[src/rtl/dmem_arbiter.sv]
// Two-port (pipeline core + DMA) arbiter in front of a single-ported data memory.
// Round-robin arbitration with a bounded DMA burst lock and a one-cycle load return path.

module dmem_arbiter_rsp (
    input  logic        clk,
    input  logic        rst_n,
    input  logic        load,
    input  logic [31:0] rd_data,
    output logic        rvalid,
    output logic [31:0] rdata
);
    // Stores leave rdata untouched; only a granted load refreshes it.
    always_ff @(posedge clk or negedge rst_n) begin
        if (!rst_n) begin
            rvalid <= 1'b0;
            rdata  <= '0;
        end else begin
            rvalid <= load;
            if (load) rdata <= rd_data;
        end
    end
endmodule

module dmem_arbiter #(
    parameter int DEPTH    = 64,
    parameter int MAX_LOCK = 4
) (
    input  logic        clk,
    input  logic        rst_n,
    input  logic        core_req,
    input  logic        core_we,
    input  logic [31:0] core_addr,
    input  logic [31:0] core_wdata,
    output logic        core_gnt,
    output logic [31:0] core_rdata,
    output logic        core_rvalid,
    input  logic        dma_req,
    input  logic        dma_we,
    input  logic [31:0] dma_addr,
    input  logic [31:0] dma_wdata,
    input  logic        dma_lock,
    output logic        dma_gnt,
    output logic [31:0] dma_rdata,
    output logic        dma_rvalid,
    output logic        MemRW,
    output logic [31:0] read_address,
    output logic [31:0] Write_data,
    input  logic [31:0] MemData_out,
    output logic        addr_err
);
    localparam int NUM_PORTS = 2;
    localparam int CNT_W     = $clog2(MAX_LOCK + 1);

    typedef struct packed {
        logic        we;
        logic [31:0] addr;
        logic [31:0] wdata;
    } port_req_t;

    typedef enum logic {ARB, LOCK} state_t;

    state_t                   state;
    logic                     prio_dma;
    logic [CNT_W-1:0]         lock_cnt;
    logic [CNT_W-1:0]         lock_nxt;
    logic [NUM_PORTS-1:0]     gnt;
    logic [NUM_PORTS-1:0]     load_v;
    logic [NUM_PORTS-1:0]     rvalid_v;
    logic [NUM_PORTS-1:0][31:0] rdata_v;
    port_req_t [NUM_PORTS-1:0] preq;
    port_req_t                sel;
    logic                     gnt_any;
    logic                     in_range;
    logic                     hit;
    logic                     wr;
    logic [31:0]              rd_data;

    assign preq[0] = {core_we, core_addr, core_wdata};
    assign preq[1] = {dma_we, dma_addr, dma_wdata};

    // Grants are gated by rst_n so nothing is granted while reset is held, clock or not.
    always_comb begin
        gnt = '0;
        if (rst_n) begin
            if (state == LOCK)
                gnt[1] = dma_req;
            else if (core_req && dma_req)
                gnt = prio_dma ? 2'b10 : 2'b01;
            else
                gnt = {dma_req, core_req};
        end
    end

    assign gnt_any  = |gnt;
    assign sel      = preq[gnt[1]];
    assign in_range = sel.addr < 32'(DEPTH);
    assign hit      = gnt_any && in_range;
    assign wr       = hit && sel.we;
    assign rd_data  = in_range ? MemData_out : '0;

    assign MemRW        = ~wr;
    assign read_address = hit ? sel.addr : '0;
    assign Write_data   = wr ? sel.wdata : '0;

    assign core_gnt = gnt[0];
    assign dma_gnt  = gnt[1];
    assign load_v   = gnt & ~{dma_we, core_we};
    assign lock_nxt = lock_cnt + 1'b1;

    always_ff @(posedge clk or negedge rst_n) begin
        if (!rst_n) begin
            state    <= ARB;
            lock_cnt <= '0;
            prio_dma <= 1'b0;
            addr_err <= 1'b0;
        end else begin
            addr_err <= gnt_any && !in_range;
            case (state)
                ARB: begin
                    if (gnt[0])      prio_dma <= 1'b1;
                    else if (gnt[1]) prio_dma <= 1'b0;
                    // A limit of one grant means the ARB grant already exhausts the burst.
                    if (gnt[1] && dma_lock && MAX_LOCK > 1) begin
                        state    <= LOCK;
                        lock_cnt <= CNT_W'(1);
                    end
                end
                LOCK: begin
                    if (!gnt[1] || !dma_lock || lock_nxt >= CNT_W'(MAX_LOCK)) begin
                        state    <= ARB;
                        lock_cnt <= '0;
                        prio_dma <= 1'b0;
                    end else begin
                        lock_cnt <= lock_nxt;
                    end
                end
                default: begin
                    state    <= ARB;
                    lock_cnt <= '0;
                end
            endcase
        end
    end

    for (genvar p = 0; p < NUM_PORTS; p++) begin : g_rsp
        dmem_arbiter_rsp u_rsp (
            .clk    (clk),
            .rst_n  (rst_n),
            .load   (load_v[p]),
            .rd_data(rd_data),
            .rvalid (rvalid_v[p]),
            .rdata  (rdata_v[p])
        );
    end

    assign core_rvalid = rvalid_v[0];
    assign core_rdata  = rdata_v[0];
    assign dma_rvalid  = rvalid_v[1];
    assign dma_rdata   = rdata_v[1];
endmodule

[config.mk]
export PLATFORM = sky130hd
export DESIGN_NAME = dmem_arbiter
export DESIGN_NICKNAME = d
export VERILOG_FILES = /design/src/rtl/dmem_arbiter.sv
export SDC_FILE = /design/constraint.sdc
export NUM_CORES = 1
export LEC_CHECK = 0
export CAP_MARGIN = 25
export CORE_AREA = 2 2 118 120
export DETAILED_ROUTE_END_ITERATION = 8
export DIE_AREA = 0 0 120 122
export DONT_BUFFER_PORTS = 1
export GPL_TIMING_DRIVEN = 0
export PLACE_DENSITY_LB_ADDON = 0.05
export SETUP_SLACK_MARGIN = 0.1
export SLEW_MARGIN = 20
export SYNTH_ARGS = -nofsm -noshare
export SYNTH_HDL_FRONTEND = slang
export SYNTH_SLANG_ARGS = --single-unit
[constraint.sdc]
create_clock -name clk -period 5.3 [get_ports clk]
set_input_delay 0.795 -clock clk [delete_from_list [all_inputs] [get_ports clk]]
set_output_delay 0.795 -clock clk [all_outputs]
set_load 0.02 [all_outputs]
==> out/metrics.yaml <==
rsz0062_at_grt: "no"
postPlaceCellArea_mm2: 0.00400
yosys_warnings: 0
synth_seq_cells: 72
grt_overflow_total: 0
hp-class: "input port to asynchronous set/reset pin"
synth.top_cell.area_share_pct: 49.0
place_hpwl_mm: 10.1
numPortBuffers: 0
critPathArrivalTime_ps: 2380
wl_per_cell_um: 20.5
max_stage_delay_ps: 340
fp.coreArea_mm2: 0.0135
crit_path_end_kind: "primary output"
die_x_um: 120
p_clk_share_pct: 47.0
slew_violations: 0
cts_tree: "built"
synth_ff_type: "dfrtp_1"
finalSetupViolations: 0
grt_max_degree: 76
p_leak_nw: 1.85
hold_buffers: 0
final_area_mm2: 0.00427
crit_chain: "nor4_1 -> and4_1 -> buf_2 -> and4_1 -> buf_2 -> buf_4 -> a22o_1"
final_antenna_net_count: 0
first_pass_iters: 5
maxCapViolations: 0
synth_edf_count: 0
dp_cells: 627
synthArstFlopShare_pct: 100
p_sw_share_pct: 24.2
crit_family: "simple AND/OR/NAND/NOR gates"
hold_viol: 0
final_cells: 645
irDropWorstVdd_v: 0.000171
clock-root-buffer: "clkbuf_16"
clk_pin_slew_ps: 60
clk_latency_ps: 340
clockBufferDepth: 2
drc: 0
syn-cell-area_mm2: 0.00368
worst-path-buf-inv: 3
viasPerCell: 4.96
finalCritPeriodShare_pct: 59.9
worstMarginPinSlew_ps: 577
slew_headroom_pct: 61.3
synth_area_per_cell_um2: 8.72
path_depth: 7
cp_max_fo: 10
cp.required_ps: 4510
holdWs_ps: 149
comb_power_share_pct: 6.5
nNetsFinal: 626
fin_setup_tns_ps: 0
antenna_found_initial: 1
cts_made_buffers: 9
cts.repair.resized: 0
final_core_util_pct: 31.6
p_int_mw: 0.914
power_mw: 1.21
grt_pass1_wl_mm: 19.0
synth_most_common_cell: "nand2_1"
layout-drive-gt1-share_pct: 11.7
clock_sinks: 72
synthTopCellsByArea: "dfrtp_1, nand2_1, o21ai_0, a22o_1, buf_4"
crit_type: "input port to primary output"
fin_ws_ps: 2120
seqCellArea_mm2: 0.00180
first_global_vias: 3184
reg2reg_depth: 6
vias: 3197
syn2layout_area_growth_pct: 16.1
outcome: "complete, no violations"
dp_slack_ps: 2090
h-tree-depth: 3
post-cts-setup-buffer-count: 0
gp_congestion: 1.00
ys_types: 33
startpoint_type: "input port"
initialDrtViolationCount: 97
switchingPower_mw: 0.291
cp_slowest_cell: "a22o_1"
seqPwrFrac_pct: 46.6
wl_mm: 13.2
synthCells: 422
rows: 43
fmax_mhz: 315
multi_input_area_mm2: 0.00160
seq_area_frac_synth_pct: 49.0
yosysTopAreaCell: "dfrtp_1"
skew_ps: 8.58
netlist_top_cells_count: "nand2_1, dfrtp_1, o21ai_0"
fillerInstances: 1462
die_h_um: 122
die_area_mm2: 0.0146
start_util_pct: 27.2
period_minus_slack_ps: 3180
power.density_mw_per_mm2: 282
io_pins: 301
grt_usage_pct: 17.7
-- path summary, 6_finish.rpt --
check / start / slack [ps] / to
hold reg to reg: lock_cnt[1] / 510 / lock_cnt[1]
min in group clk: lock_cnt[1] / 510 / lock_cnt[1]
setup / recovery: core_addr[25] / 2120 / Write_data[8]
setup reg to reg: state / 3190 / g_rsp[1].u_rsp.rdata[22]
hold / removal: rst_n / 150 / g_rsp[1].u_rsp.rvalid
max in group asynchronous: rst_n / 5020 / g_rsp[1].u_rsp.rdata[3]
-- cells by family after synthesis --
family / Yosys count / share of synthesized area, %
other: 1 / 0.102
and+or+nand+nor: 176 / 21.3
adders and majority gates: 1 / 0.340
DFF: 72 / 49.0
buffers and inverters: 60 / 10.1
xor gates and xnor gates: 1 / 0.238
AOI/OAI and AO/OA: 111 / 18.9
-- layout by cell type, fill, tap and decap left out, types with 4 or more instances in the layout --
cell,instances
nor4_1,12
a22o_1,34
o21ai_0,65
nand2_1,131
dfrtp_1,72
nor2_1,5
a21oi_1,7
clkbuf_1,20
nand4_1,12
conb_1,26
buf_4,29
and3_1,4
clkbuf_16,9
buf_6,4
-- power groups by stage --
| stage | registers (mW) | logic, mW | clock network, mW |
|---|---|---|---|
| detailed placement | 0.572 | 0.0773 | 0 |
| finish | 0.562 | 0.0779 | 0.566 |
| floorplan | 0.571 | 0.0651 | 0 |
| CTS | 0.562 | 0.0774 | 0.587 |
| global route | 0.562 | 0.0859 | 0.616 |
| global placement | 0.572 | 0.0763 | 0 |
-- sequential cells by signal, indices dropped and copies added, names as in the netlist --
signal              cells
prio_dma                1
addr_err                1
lock_cnt                3
g_rsp.u_rsp.rdata      64
g_rsp.u_rsp.rvalid      2
state                   1
-- area by class of cell --
type	instances	share of cell area (%)
Inverter	4	0.410
Antenna cell	2	0.117
Buffer	56	8.32
Tap cell	180	5.27
Clock inverter	2	0.351
Multi-Input combinational cell	315	37.4
Clock buffer	14	5.94
Sequential cell	72	42.2
-- metal layers --
metal / track usage (%) / up-vias / part of all wire [%]
li1: - / 1478 / -
met1: 19.5 / 1524 / 37
met2: 27.1 / 169 / 47
met3: 8.94 / 26 / 12
met4: 11.0 / 0 / 3.9
met5: 0 / - / 0
(Power assumes the default switching activity.)
==> patch: new RTL, same settings <==
`MAX_LOCK`: 4 -> 2.
--- a/src/rtl/dmem_arbiter.sv
+++ b/src/rtl/dmem_arbiter.sv
@@ -24,5 +24,5 @@
 module dmem_arbiter #(
     parameter int DEPTH    = 64,
-    parameter int MAX_LOCK = 4
+    parameter int MAX_LOCK = 2
 ) (
     input  logic        clk,
Check against the original RTL: not equivalent (Yosys sat finds a counterexample within 4 cycles, from zero or initial values and one cycle with rst_n low).
==> patch against the original RTL <==
Final cell count grew 6.4%. Worst setup slack lost 0.27 ns. Core utilization grew 7.2 points. Synthesized area grew 26%. Via count grew 15%. Final area grew 23%. Sequential cell count shrank 1. Sequential share of layout area shrank 8.3 points. Wire length grew 13%. Total power grew 6.9%. Global-route usage grew 2.2 points. Critical path type unchanged. Largest cell class is now multi-input combinational cells.
==> patch: results <==
[grt]
grt_pass1_vias = 3681
use_met2_pct = 32.56
grtUsageMet3_pct = 6.976
track_usage_pct = 19.86
grt_pass1_wl_microns = 22020

[routing]
wl_per_cell_microns = 21.84
vias_per_cell = 5.347
route.layer.met1.wl_microns = 6237
drt_iter0_drc = 205
dr_wl_met2_microns = 7224
wl_met3_microns = 1334

[final_layout]
drive_gt1_share_pct = 29.05
fillers = 1379
reg_top3 = "g_rsp.u_rsp.rdata (64), g_rsp.u_rsp.rvalid (2), lock_cnt (2)"
n_antenna_cell = 0
nets = 668

[worst_setup_path]
slowest_stage = "and4_1"
cp_max_fo = 75
worst-r2r-setup-slack_ns = 3.25
r2r-end = "g_rsp[1].u_rsp.rdata[28]$_DFFE_PN0P_"
slowest_delay_ns = 0.41
crit_family = "simple AND/OR/NAND/NOR gates"

[logic_synthesis]
ys_types = 38
synth.area.top_cells = "dfrtp_1 (38%), o31ai_2 (17%), nand2_1 (11%)"
synth_commonest_cells = "nand2_1 (130), dfrtp_1 (71), o31ai_2 (64)"
seq_area_frac_synth_pct = 38.39

[power]
leakage_uw = 0.002140
vdd_drop_max_uv = 132.4

[timing]
tightest_slew_ns = 0.7444
clock_skew_ns = 0.009606

[placed_design]
dp_slack_ns = 1.818
place.gp.congestion = 0.8426
place_area_sq_mm = 0.004947
dpl.hpwl_microns = 11720

[clock_tree]
cts_resized = 0
cts.path.max_buffers = 2

[outcome]
status = "completed"

[worst_hold_path]
hp-class = "input pin to asynchronous set/reset pin"
[patch: cell count changes after synthesis, moves of 5 or more]
cell / unedited run / this run
o31ai_2: 0 / 64
nand4_1: 12 / 2
nor4_2: 0 / 6
buf_2: 3 / 23
a22o_1: 34 / 0
o21ai_0: 65 / 1
and4_1: 3 / 32
a21oi_1: 7 / 2
mux2_1: 0 / 32
mux2i_1: 0 / 6
[patch: per-stage QoR]
step	cells	power (uW)	hold slack, ns
after floorplan	490	662.3	0.4994
after global placement	670	682.0	0.5010
after detailed placement	670	684.0	0.5011
after CTS	686	1302	0.1431
after global routing	686	1335	0.1397
final	686	1289	0.1535
[patch: worst max-delay path by stage]
stage / cells after the start / slack, ns / startpoint / end
after CTS: 6 / 1.81 / core_addr[17] / read_address[1]
after global placement: 6 / 1.84 / core_addr[17] / read_address[3]
after detailed placement: 6 / 1.82 / core_addr[17] / read_address[1]
after global routing: 6 / 1.76 / rst_n / Write_data[28]
final: 6 / 1.85 / rst_n / Write_data[28]
after floorplan: 6 / 2.30 / core_addr[18] / read_address[0]
[patch: area by class of cell]
type	instances	area [sq um]	share of cell area, %
tap	180	225.2	4.294
multi-input combinational	346	2492	47.52
inverter	4	15.01	0.2863
buffer	69	437.9	8.349
sequential	71	1777	33.87
clock buffer	9	225.2	4.294
clock inverter	7	72.57	1.384
[patch: logic make-up (layout without fill, tap and decap cells)]
group | Yosys count | after routing | share of synthesized area (%)
compound gates | 78 | 78 | 19.36
xor+xnor | 1 | 1 | 0.1893
buf+inv | 73 | 89 | 9.787
flops | 71 | 71 | 38.39
mux | 39 | 39 | 9.381
other cells | 1 | 26 | 0.08103
simple gates | 202 | 202 | 22.82
[patch: power breakdown]
part | switching [uW] | internal [uW]
Clock | 249 | 365
Sequential | 6.81 | 547
Combinational | 73.8 | 46.9
